[src/rtl/ap_mon_pkg.sv]
// ap_mon_pkg: shared types, read-select codes and helpers for the ap_ctrl handshake monitor.
//   ch_state_e   : per-channel FSM state (IDLE, RUN, HOLD)
//   SEL_*        : statistic select codes for the readback port
//   MIN_LAT_INIT : "no sample yet" value for min_lat (all ones, sliced to LAT_W by the user)
//   sat_inc      : saturating increment for counters up to 64 bits wide
package ap_mon_pkg;

    typedef enum logic [1:0] {
        IDLE = 2'd0,
        RUN  = 2'd1,
        HOLD = 2'd2
    } ch_state_e;

    localparam logic [2:0] SEL_TXN   = 3'd0;
    localparam logic [2:0] SEL_RDY   = 3'd1;
    localparam logic [2:0] SEL_LAST  = 3'd2;
    localparam logic [2:0] SEL_MIN   = 3'd3;
    localparam logic [2:0] SEL_MAX   = 3'd4;
    localparam logic [2:0] SEL_STALL = 3'd5;
    localparam logic [2:0] SEL_ACT   = 3'd6;
    localparam logic [2:0] SEL_ERR   = 3'd7;

    localparam logic [63:0] MIN_LAT_INIT = '1;

    // Increment val, sticking at 2^width-1 instead of wrapping.
    function automatic logic [63:0] sat_inc(input logic [63:0] val, input int unsigned width);
        logic [63:0] max_v;
        if (width >= 64) begin
            max_v = '1;
        end else begin
            max_v = (64'd1 << width) - 64'd1;
        end
        return (val >= max_v) ? max_v : val + 64'd1;
    endfunction

endpackage

[src/rtl/ap_ch_stats.sv]
// ap_ch_stats: handshake FSM and statistics for one ap_ctrl_hs / ap_ctrl_chain channel.
// Ports:
//   clock, reset            : clock, synchronous active-high reset
//   i_ap_start/ready/done   : handshake signals of the monitored block
//   i_ap_continue           : ap_continue (tie high for ap_ctrl_hs)
//   i_freeze                : block all statistic updates this cycle
//   i_clear                 : zero all statistics (wins over any event this cycle)
//   o_busy                  : channel in RUN or HOLD
//   o_*                     : statistic registers
module ap_ch_stats
    import ap_mon_pkg::*;
#(
    parameter int unsigned CNT_W = 32,
    parameter int unsigned LAT_W = 24
) (
    input  logic             clock,
    input  logic             reset,
    input  logic             i_ap_start,
    input  logic             i_ap_ready,
    input  logic             i_ap_done,
    input  logic             i_ap_continue,
    input  logic             i_freeze,
    input  logic             i_clear,
    output logic             o_busy,
    output logic [CNT_W-1:0] o_txn_count,
    output logic [CNT_W-1:0] o_ready_count,
    output logic [LAT_W-1:0] o_last_lat,
    output logic [LAT_W-1:0] o_min_lat,
    output logic [LAT_W-1:0] o_max_lat,
    output logic [CNT_W-1:0] o_stall_cycles,
    output logic [CNT_W-1:0] o_active_cycles,
    output logic [CNT_W-1:0] o_err_count
);

    localparam logic [LAT_W-1:0] LAT_ONE  = LAT_W'(1);
    localparam logic [LAT_W-1:0] LAT_INIT = MIN_LAT_INIT[LAT_W-1:0];

    ch_state_e        r_state;
    // Cycles elapsed since the transaction's start cycle; frozen in HOLD at the first-done value.
    logic [LAT_W-1:0] r_lat_cnt;
    logic [CNT_W-1:0] r_txn;
    logic [CNT_W-1:0] r_rdy;
    logic [LAT_W-1:0] r_last;
    logic [LAT_W-1:0] r_min;
    logic [LAT_W-1:0] r_max;
    logic [CNT_W-1:0] r_stall;
    logic [CNT_W-1:0] r_act;
    logic [CNT_W-1:0] r_err;

    logic             w_complete;
    logic             w_stall;
    logic             w_err;
    logic [LAT_W-1:0] w_lat_sample;

    always_comb begin
        w_complete   = 1'b0;
        w_stall      = 1'b0;
        w_lat_sample = r_lat_cnt;
        unique case (r_state)
            IDLE: begin
                // Start and done together is a zero-latency transaction.
                w_lat_sample = '0;
                if (i_ap_start && i_ap_done) begin
                    w_complete = i_ap_continue;
                    w_stall    = !i_ap_continue;
                end
            end
            RUN: begin
                if (i_ap_done) begin
                    w_complete = i_ap_continue;
                    w_stall    = !i_ap_continue;
                end
            end
            HOLD: begin
                w_complete = i_ap_continue;
                w_stall    = !i_ap_continue;
            end
            default: ;
        endcase
    end

    assign w_err = ((r_state == IDLE) && i_ap_done && !i_ap_start) || (i_ap_ready && !i_ap_start);

    // Channel FSM; keeps tracking regardless of freeze so busy stays accurate.
    always_ff @(posedge clock) begin
        if (reset) begin
            r_state   <= IDLE;
            r_lat_cnt <= '0;
        end else if (w_complete) begin
            if (i_ap_start) begin
                r_state   <= RUN;
                r_lat_cnt <= LAT_ONE;
            end else begin
                r_state   <= IDLE;
                r_lat_cnt <= '0;
            end
        end else if (w_stall) begin
            r_state   <= HOLD;
            r_lat_cnt <= w_lat_sample;
        end else begin
            unique case (r_state)
                IDLE: begin
                    if (i_ap_start) begin
                        r_state   <= RUN;
                        r_lat_cnt <= LAT_ONE;
                    end
                end
                RUN:     r_lat_cnt <= LAT_W'(sat_inc(64'(r_lat_cnt), LAT_W));
                default: ;
            endcase
        end
    end

    always_ff @(posedge clock) begin
        if (reset || i_clear) begin
            r_txn   <= '0;
            r_rdy   <= '0;
            r_last  <= '0;
            r_min   <= LAT_INIT;
            r_max   <= '0;
            r_stall <= '0;
            r_act   <= '0;
            r_err   <= '0;
        end else if (!i_freeze) begin
            if (w_complete) begin
                r_txn  <= CNT_W'(sat_inc(64'(r_txn), CNT_W));
                r_last <= w_lat_sample;
                if (w_lat_sample < r_min) r_min <= w_lat_sample;
                if (w_lat_sample > r_max) r_max <= w_lat_sample;
            end
            if (w_stall) r_stall <= CNT_W'(sat_inc(64'(r_stall), CNT_W));
            if (i_ap_start && i_ap_ready) r_rdy <= CNT_W'(sat_inc(64'(r_rdy), CNT_W));
            if (r_state != IDLE) r_act <= CNT_W'(sat_inc(64'(r_act), CNT_W));
            if (w_err) r_err <= CNT_W'(sat_inc(64'(r_err), CNT_W));
        end
    end

    assign o_busy          = (r_state != IDLE);
    assign o_txn_count     = r_txn;
    assign o_ready_count   = r_rdy;
    assign o_last_lat      = r_last;
    assign o_min_lat       = r_min;
    assign o_max_lat       = r_max;
    assign o_stall_cycles  = r_stall;
    assign o_active_cycles = r_act;
    assign o_err_count     = r_err;

endmodule

[src/rtl/ap_ctrl_perf_monitor.sv]
// ap_ctrl_perf_monitor: per-channel ap_ctrl_hs / ap_ctrl_chain performance monitor.
// Ports:
//   clock, reset                  : clock, synchronous active-high reset
//   i_ap_start/ready/done/continue: per-channel handshake groups (NUM_CH wide)
//   i_finish                      : sets the sticky freeze (effective in the same cycle)
//   i_clear                       : zero all statistics
//   i_rd_en, i_rd_ch, i_rd_sel    : read strobe, channel and statistic select
//   o_rd_data, o_rd_valid         : registered read result, one cycle after i_rd_en
//   o_frozen                      : statistics frozen
//   o_busy                        : per-channel RUN/HOLD indication
module ap_ctrl_perf_monitor
    import ap_mon_pkg::*;
#(
    parameter int unsigned NUM_CH = 2,
    parameter int unsigned CNT_W  = 32,
    parameter int unsigned LAT_W  = 24,
    localparam int unsigned CH_W  = (NUM_CH > 1) ? $clog2(NUM_CH) : 1
) (
    input  logic              clock,
    input  logic              reset,
    input  logic [NUM_CH-1:0] i_ap_start,
    input  logic [NUM_CH-1:0] i_ap_ready,
    input  logic [NUM_CH-1:0] i_ap_done,
    input  logic [NUM_CH-1:0] i_ap_continue,
    input  logic              i_finish,
    input  logic              i_clear,
    input  logic              i_rd_en,
    input  logic [CH_W-1:0]   i_rd_ch,
    input  logic [2:0]        i_rd_sel,
    output logic [CNT_W-1:0]  o_rd_data,
    output logic              o_rd_valid,
    output logic              o_frozen,
    output logic [NUM_CH-1:0] o_busy
);

    logic             r_frozen;
    logic [CNT_W-1:0] r_rd_data;
    logic             r_rd_valid;

    // The finish cycle itself is already frozen.
    logic             w_freeze;
    logic [CNT_W-1:0] w_rd_mux;

    logic [CNT_W-1:0] w_txn   [NUM_CH];
    logic [CNT_W-1:0] w_rdy   [NUM_CH];
    logic [LAT_W-1:0] w_last  [NUM_CH];
    logic [LAT_W-1:0] w_min   [NUM_CH];
    logic [LAT_W-1:0] w_max   [NUM_CH];
    logic [CNT_W-1:0] w_stall [NUM_CH];
    logic [CNT_W-1:0] w_act   [NUM_CH];
    logic [CNT_W-1:0] w_err   [NUM_CH];

    assign w_freeze = r_frozen || i_finish;

    for (genvar g = 0; g < NUM_CH; g++) begin : g_ch
        ap_ch_stats #(
            .CNT_W (CNT_W),
            .LAT_W (LAT_W)
        ) u_ch (
            .clock           (clock),
            .reset           (reset),
            .i_ap_start      (i_ap_start[g]),
            .i_ap_ready      (i_ap_ready[g]),
            .i_ap_done       (i_ap_done[g]),
            .i_ap_continue   (i_ap_continue[g]),
            .i_freeze        (w_freeze),
            .i_clear         (i_clear),
            .o_busy          (o_busy[g]),
            .o_txn_count     (w_txn[g]),
            .o_ready_count   (w_rdy[g]),
            .o_last_lat      (w_last[g]),
            .o_min_lat       (w_min[g]),
            .o_max_lat       (w_max[g]),
            .o_stall_cycles  (w_stall[g]),
            .o_active_cycles (w_act[g]),
            .o_err_count     (w_err[g])
        );
    end

    // Out-of-range channels fall through to zero.
    always_comb begin
        w_rd_mux = '0;
        for (int i = 0; i < NUM_CH; i++) begin
            if (i_rd_ch == CH_W'(i)) begin
                case (i_rd_sel)
                    SEL_TXN:   w_rd_mux = w_txn[i];
                    SEL_RDY:   w_rd_mux = w_rdy[i];
                    SEL_LAST:  w_rd_mux = CNT_W'(w_last[i]);
                    SEL_MIN:   w_rd_mux = CNT_W'(w_min[i]);
                    SEL_MAX:   w_rd_mux = CNT_W'(w_max[i]);
                    SEL_STALL: w_rd_mux = w_stall[i];
                    SEL_ACT:   w_rd_mux = w_act[i];
                    SEL_ERR:   w_rd_mux = w_err[i];
                    default:   w_rd_mux = '0;
                endcase
            end
        end
    end

    always_ff @(posedge clock) begin
        if (reset) begin
            r_frozen   <= 1'b0;
            r_rd_data  <= '0;
            r_rd_valid <= 1'b0;
        end else begin
            if (i_finish) r_frozen <= 1'b1;
            r_rd_valid <= i_rd_en;
            if (i_rd_en) r_rd_data <= w_rd_mux;
        end
    end

    assign o_rd_data  = r_rd_data;
    assign o_rd_valid = r_rd_valid;
    assign o_frozen   = r_frozen;

endmodule

[config.mk]
export PLATFORM = sky130hd
export DESIGN_NAME = ap_ctrl_perf_monitor
export DESIGN_NICKNAME = d
export VERILOG_FILES = /design/src/rtl/ap_mon_pkg.sv /design/src/rtl/ap_ch_stats.sv /design/src/rtl/ap_ctrl_perf_monitor.sv
export SDC_FILE = /design/constraint.sdc
export NUM_CORES = 2
export LEC_CHECK = 0
export CORE_MARGIN = 10
export CORE_UTILIZATION = 63
export CTS_CLUSTER_DIAMETER = 40
export DETAILED_ROUTE_END_ITERATION = 8
export PLACE_DENSITY_LB_ADDON = 0.12
export REMOVE_ABC_BUFFERS = 1
export SLEW_MARGIN = 20
export SYNTH_ARGS = -nofsm -noshare
export SYNTH_HDL_FRONTEND = slang
export SYNTH_SLANG_ARGS = --single-unit
[constraint.sdc]
create_clock -name clock -period 3.7 [get_ports clock]
set_input_delay 0.74 -clock clock [delete_from_list [all_inputs] [get_ports clock]]
set_output_delay 0.74 -clock clock [all_outputs]
set_load 0.05 [all_outputs]
==> results.md <==
- At the later pin of the worst-skew pair, clock insertion delay measures 630 ps.
- The repair_antennas step left the layout with diodes totalling 0.
- The standby leakage power is 12.68 nW.
- The critical path in this run is classified as register to register.
- Tracing the worst setup path back leads to its startpoint at g_ch[0].u_ch.r_state[0].
- The run finished with clean final reports.
- The worst setup skew after layout is 28.88 ps.
- The post-layout instance count excluding filler cells is 4,492.
- The number of synthesized flops with an enable pin is 0.
- At the worst endpoint, the arrival time is 3920 ps.
- The count of nets left with antenna violations after detail routing is 0.
- The number of global-route vias before repair came to 28,720.
- Detailed placement ended at an HPWL of 77,420 um.
- The number of clock sinks seen by CTS is 550.
- The count of unique library cells instantiated by Yosys is 83.
- After detailed routing, the number of remaining DRC violations is 0.
- The library cell used most frequently in the layout, excluding fill and tap cells, is dfxtp_1.
- The worst setup path is captured at a register.
- The total overflow left after global routing is 0.
- After layout, the design draws a total of 15.05 mW.
- The slack of the critical path is 324.4 ps.
- The clock passes through at most 3 buffers.
- Timing would allow up to 296.2 MHz.
- The relative contribution of sequential cells to total power is 0.401.
- Measured along the x axis, the die boundary spans 238.8 um.
- The worst setup slack after placement is 122.9 ps.
- The synthesized flop and latch total is 550.
- The congestion estimate from routability-driven global placement came to 0.9919.
- The final count of hold timing violations is 0.
- After detailed routing, the average wire length per cell comes to 24.06 um.
- The switching component of the power is 3.946 mW.
- Entering global routing, the biggest net connects 149 pins.
- The filler cell count in the final layout is 3,613.
- The initial antenna violation count came to 1.
- Synthesis produced a netlist whose cell count is 3,775.
- The core region is 47,550 um^2.
- Hold repair after CTS inserted 0 buffers.
- The slew of the pin with the lowest slew margin is 1014 ps.
- The synthesized cell area is 30,170 um^2.
- The count of warnings emitted by yosys is 0.
- The total clock buffers created by CTS is 86.
- The share of post-route cells with drive strength above 1 is 0.08976.
- The switching power as a share of total power is 0.2621.
- After the first detailed-routing iteration, the DRC count stood at 3,815.
- Max-cap violations in this run came to 0.
- Including well taps, the total number of placed cells is 4,330.
- TritonCTS built the clock tree.
- The number of input and output port buffers inserted is 52.
- The number of core rows is 80.
- The power density normalized to cell area is 435.6 nW/um^2.
- The startpoint of the worst-slack reg-to-reg timing path is g_ch[0].u_ch.r_state[0].
- The required time of the worst setup path is 4250 ps.
- Leaving out fill and tap cells, the most frequent cells in the layout are 550 x dfxtp_1, 457 x a21oi_1, 362 x nand2_1, 287 x nor2_1, 200 x nand3_1.
- The sequential share of the synthesized area is 0.3650.
- The internal portion of the total power is 11.11 mW.
- Of the available clock period, the critical path in the final layout requires 0.9123.
- Of the total power, combinational logic draws 0.070.
- The initial cell density of the core is 0.6345.
- Summing over every cut layer, the via total after detailed routing is 30,640.
- The setup-violating endpoint count in the final report is 0.
- The startpoint identified for the worst hold timing path is g_ch[0].u_ch.o_last_lat[8].
- The worst IR drop on VDD is 0.3904 mV.
- The first-pass GRT wire length is 165,900 um.
- The kind of start point of the critical path is a register.
- The area added between synthesis and finish is 14.55%.
- The level count of the clock H-tree is 3.
- Headroom to the max-slew limit came out at 0.3235.
- In this run the count of I/O pins placed on the die edge is 53.
- The multi-input logic area is 17,750 um^2.
- The power share of the clock group is 0.529.
- Setup repair after global routing left no endpoint under its margin.
- The area of the die is 57,040 um^2.
- The total global routing track utilization is 0.3676.
- The overall die height is 238.8 um.
- The smallest clock period supported by the final layout is computed as 3376 ps.
- For this block, the routed nets add up to 108,100 um of wire.
- The pre-antenna-repair detailed-routing pass consisted of 6 iterations.
- The final-report max-slew violation count is 0.
- The number of nets at the end of the flow is 3,924.
- The tightest min-delay check is of the register to register type.
- The predominant post-synthesis flop cell is dfxtp_1.
- The post-detailed-route via-to-cell ratio is 6.822.
- The async set-or-reset flop fraction in the synthesized netlist is 0.
- The final standard cell utilization of the core is 0.7268.
- The clock root buffer is clkbuf_16.
- Along the worst path, the maximum fanout reaches 24.
- The clock transition at the register clock pins on the worst setup and hold paths after CTS is 60 ps.
- After synthesis, the mean cell area works out to 7.991 um^2.
- Across the whole layout, storage elements account for 11,010 um^2.
worst paths after layout:
| path | to | slack, ps | cells past startpoint |
|---|---|---|---|
| min | g_ch[0].u_ch.o_last_lat[8] | 460 | 2 |
| max reg2reg | g_ch[0].u_ch.o_max_lat[12] | 320 | 13 |
| max | g_ch[0].u_ch.o_max_lat[12] | 320 | 13 |
| min reg2reg | g_ch[0].u_ch.o_last_lat[8] | 460 | 2 |
cells in the mapped netlist (7+ instances only):
library cell  count  area share
a22o_1           53       0.015
and3_1           78       0.016
or2_2            15      0.0031
nand2_1         362       0.045
nand3_1         200       0.033
nand3b_1          8      0.0020
a211oi_1         43       0.011
a311oi_1         15      0.0044
buf_2            38      0.0063
o21a_1            8      0.0020
nor3b_1          12      0.0030
a21oi_1         457       0.076
dfxtp_1         550        0.36
a221oi_1         57       0.017
nand4_1         103       0.021
nand4b_1          7      0.0020
nor4_1           14      0.0029
o21ai_0         168       0.028
or3_1            13      0.0027
inv_1           130       0.016
mux2i_1          92       0.031
ha_1             98       0.041
a21o_1           14      0.0035
a22oi_1          59       0.015
nor3_1           92       0.015
a31oi_1          56       0.012
and4_1           43       0.012
o22ai_1          19      0.0039
and2_1           60       0.012
nor2b_1          23      0.0048
nor2_1          289       0.036
xnor2_1          57       0.017
o21ai_1           8      0.0013
a221o_1           9      0.0030
o2111ai_1        10      0.0029
xor2_1          167       0.048
buf_1            11      0.0014
o211ai_1         31      0.0077
nand2b_1         12      0.0025
clkbuf_1        182       0.023
mux2_2            9      0.0034
worst max-delay path, cell delays in order, from the launching register on:
cell and delay (ps):
dfxtp_1 320, nor2_2 120, inv_1 130, buf_4 220
and2_1 240, ha_1 350, nand4_1 190, nor4_4 440
o2111ai_1 240, a21oi_1 320, a2111o_1 150, buf_4 270
nand3_1 140, a21oi_1 180
power by group through the flow:
stage	Clock [mW]	Sequential, mW	Combinational [mW]
after floorplan	0	6.22	0.436
after global placement	0	6.16	1.00
after detailed placement	0	6.16	1.01
after CTS	7.98	6.03	1.02
after global routing	8.25	6.03	1.10
final	7.96	6.04	1.06
cell type report:
type / instances / share of cell area
clock buffers: 104 / 0.06807
clock inverters: 52 / 0.01419
inverters: 133 / 0.01445
multi-input cells: 2853 / 0.5137
flip-flops and latches: 550 / 0.3186
well taps: 615 / 0.02227
repair buffers: 185 / 0.04870
registers in the layout (all words and copies together), names as in the netlist, 64 cells and up:
| name | cells |
|---|---|
| g_ch.u_ch.o_active_cycles | 64 |
| g_ch.u_ch.o_err_count | 64 |
| g_ch.u_ch.o_ready_count | 64 |
| g_ch.u_ch.o_stall_cycles | 64 |
| g_ch.u_ch.o_txn_count | 64 |
cells by family after synthesis:
family                   Yosys count  share of synthesized area
AND/OR/NAND/NOR                 1366                     0.2257
adder cells (fa/ha/maj)           99                    0.04098
XOR/XNOR                         224                    0.06503
flip-flops                       550                     0.3650
multiplexers                     101                    0.03388
AO/OA/AOI/OAI                   1063                     0.2209
buffers and inverters            372                    0.04853
layer usage:
metal / vias to the layer above / share of wire / global-route usage
li1: 13820 / - / -
met1: 14560 / 0.40 / 0.4877
met2: 1935 / 0.44 / 0.5617
met3: 329 / 0.11 / 0.07434
met4: 0 / 0.052 / 0.1786
met5: - / 0 / 0
what timing repair did:
| action | 4_1_cts | 5_1_grt |
|---|---|---|
| resized for setup | 0 | 1 |
| endpoints found under the setup margin | 0 | 10 |
| setup buffers | 0 | 5 |
stage by stage:
step | TNS, ps | instance area [um^2] | hold WS (ps)
detailed placement | 0 | 31660 | 447.1
CTS | 0 | 34500 | 454.9
finish | 0 | 34560 | 456.5
global placement | 0 | 31660 | 444.2
floorplan | -344050 | 29200 | 436.0
global route | 0 | 34560 | 478.9
Note: power is estimated with default switching activity, not from simulation.
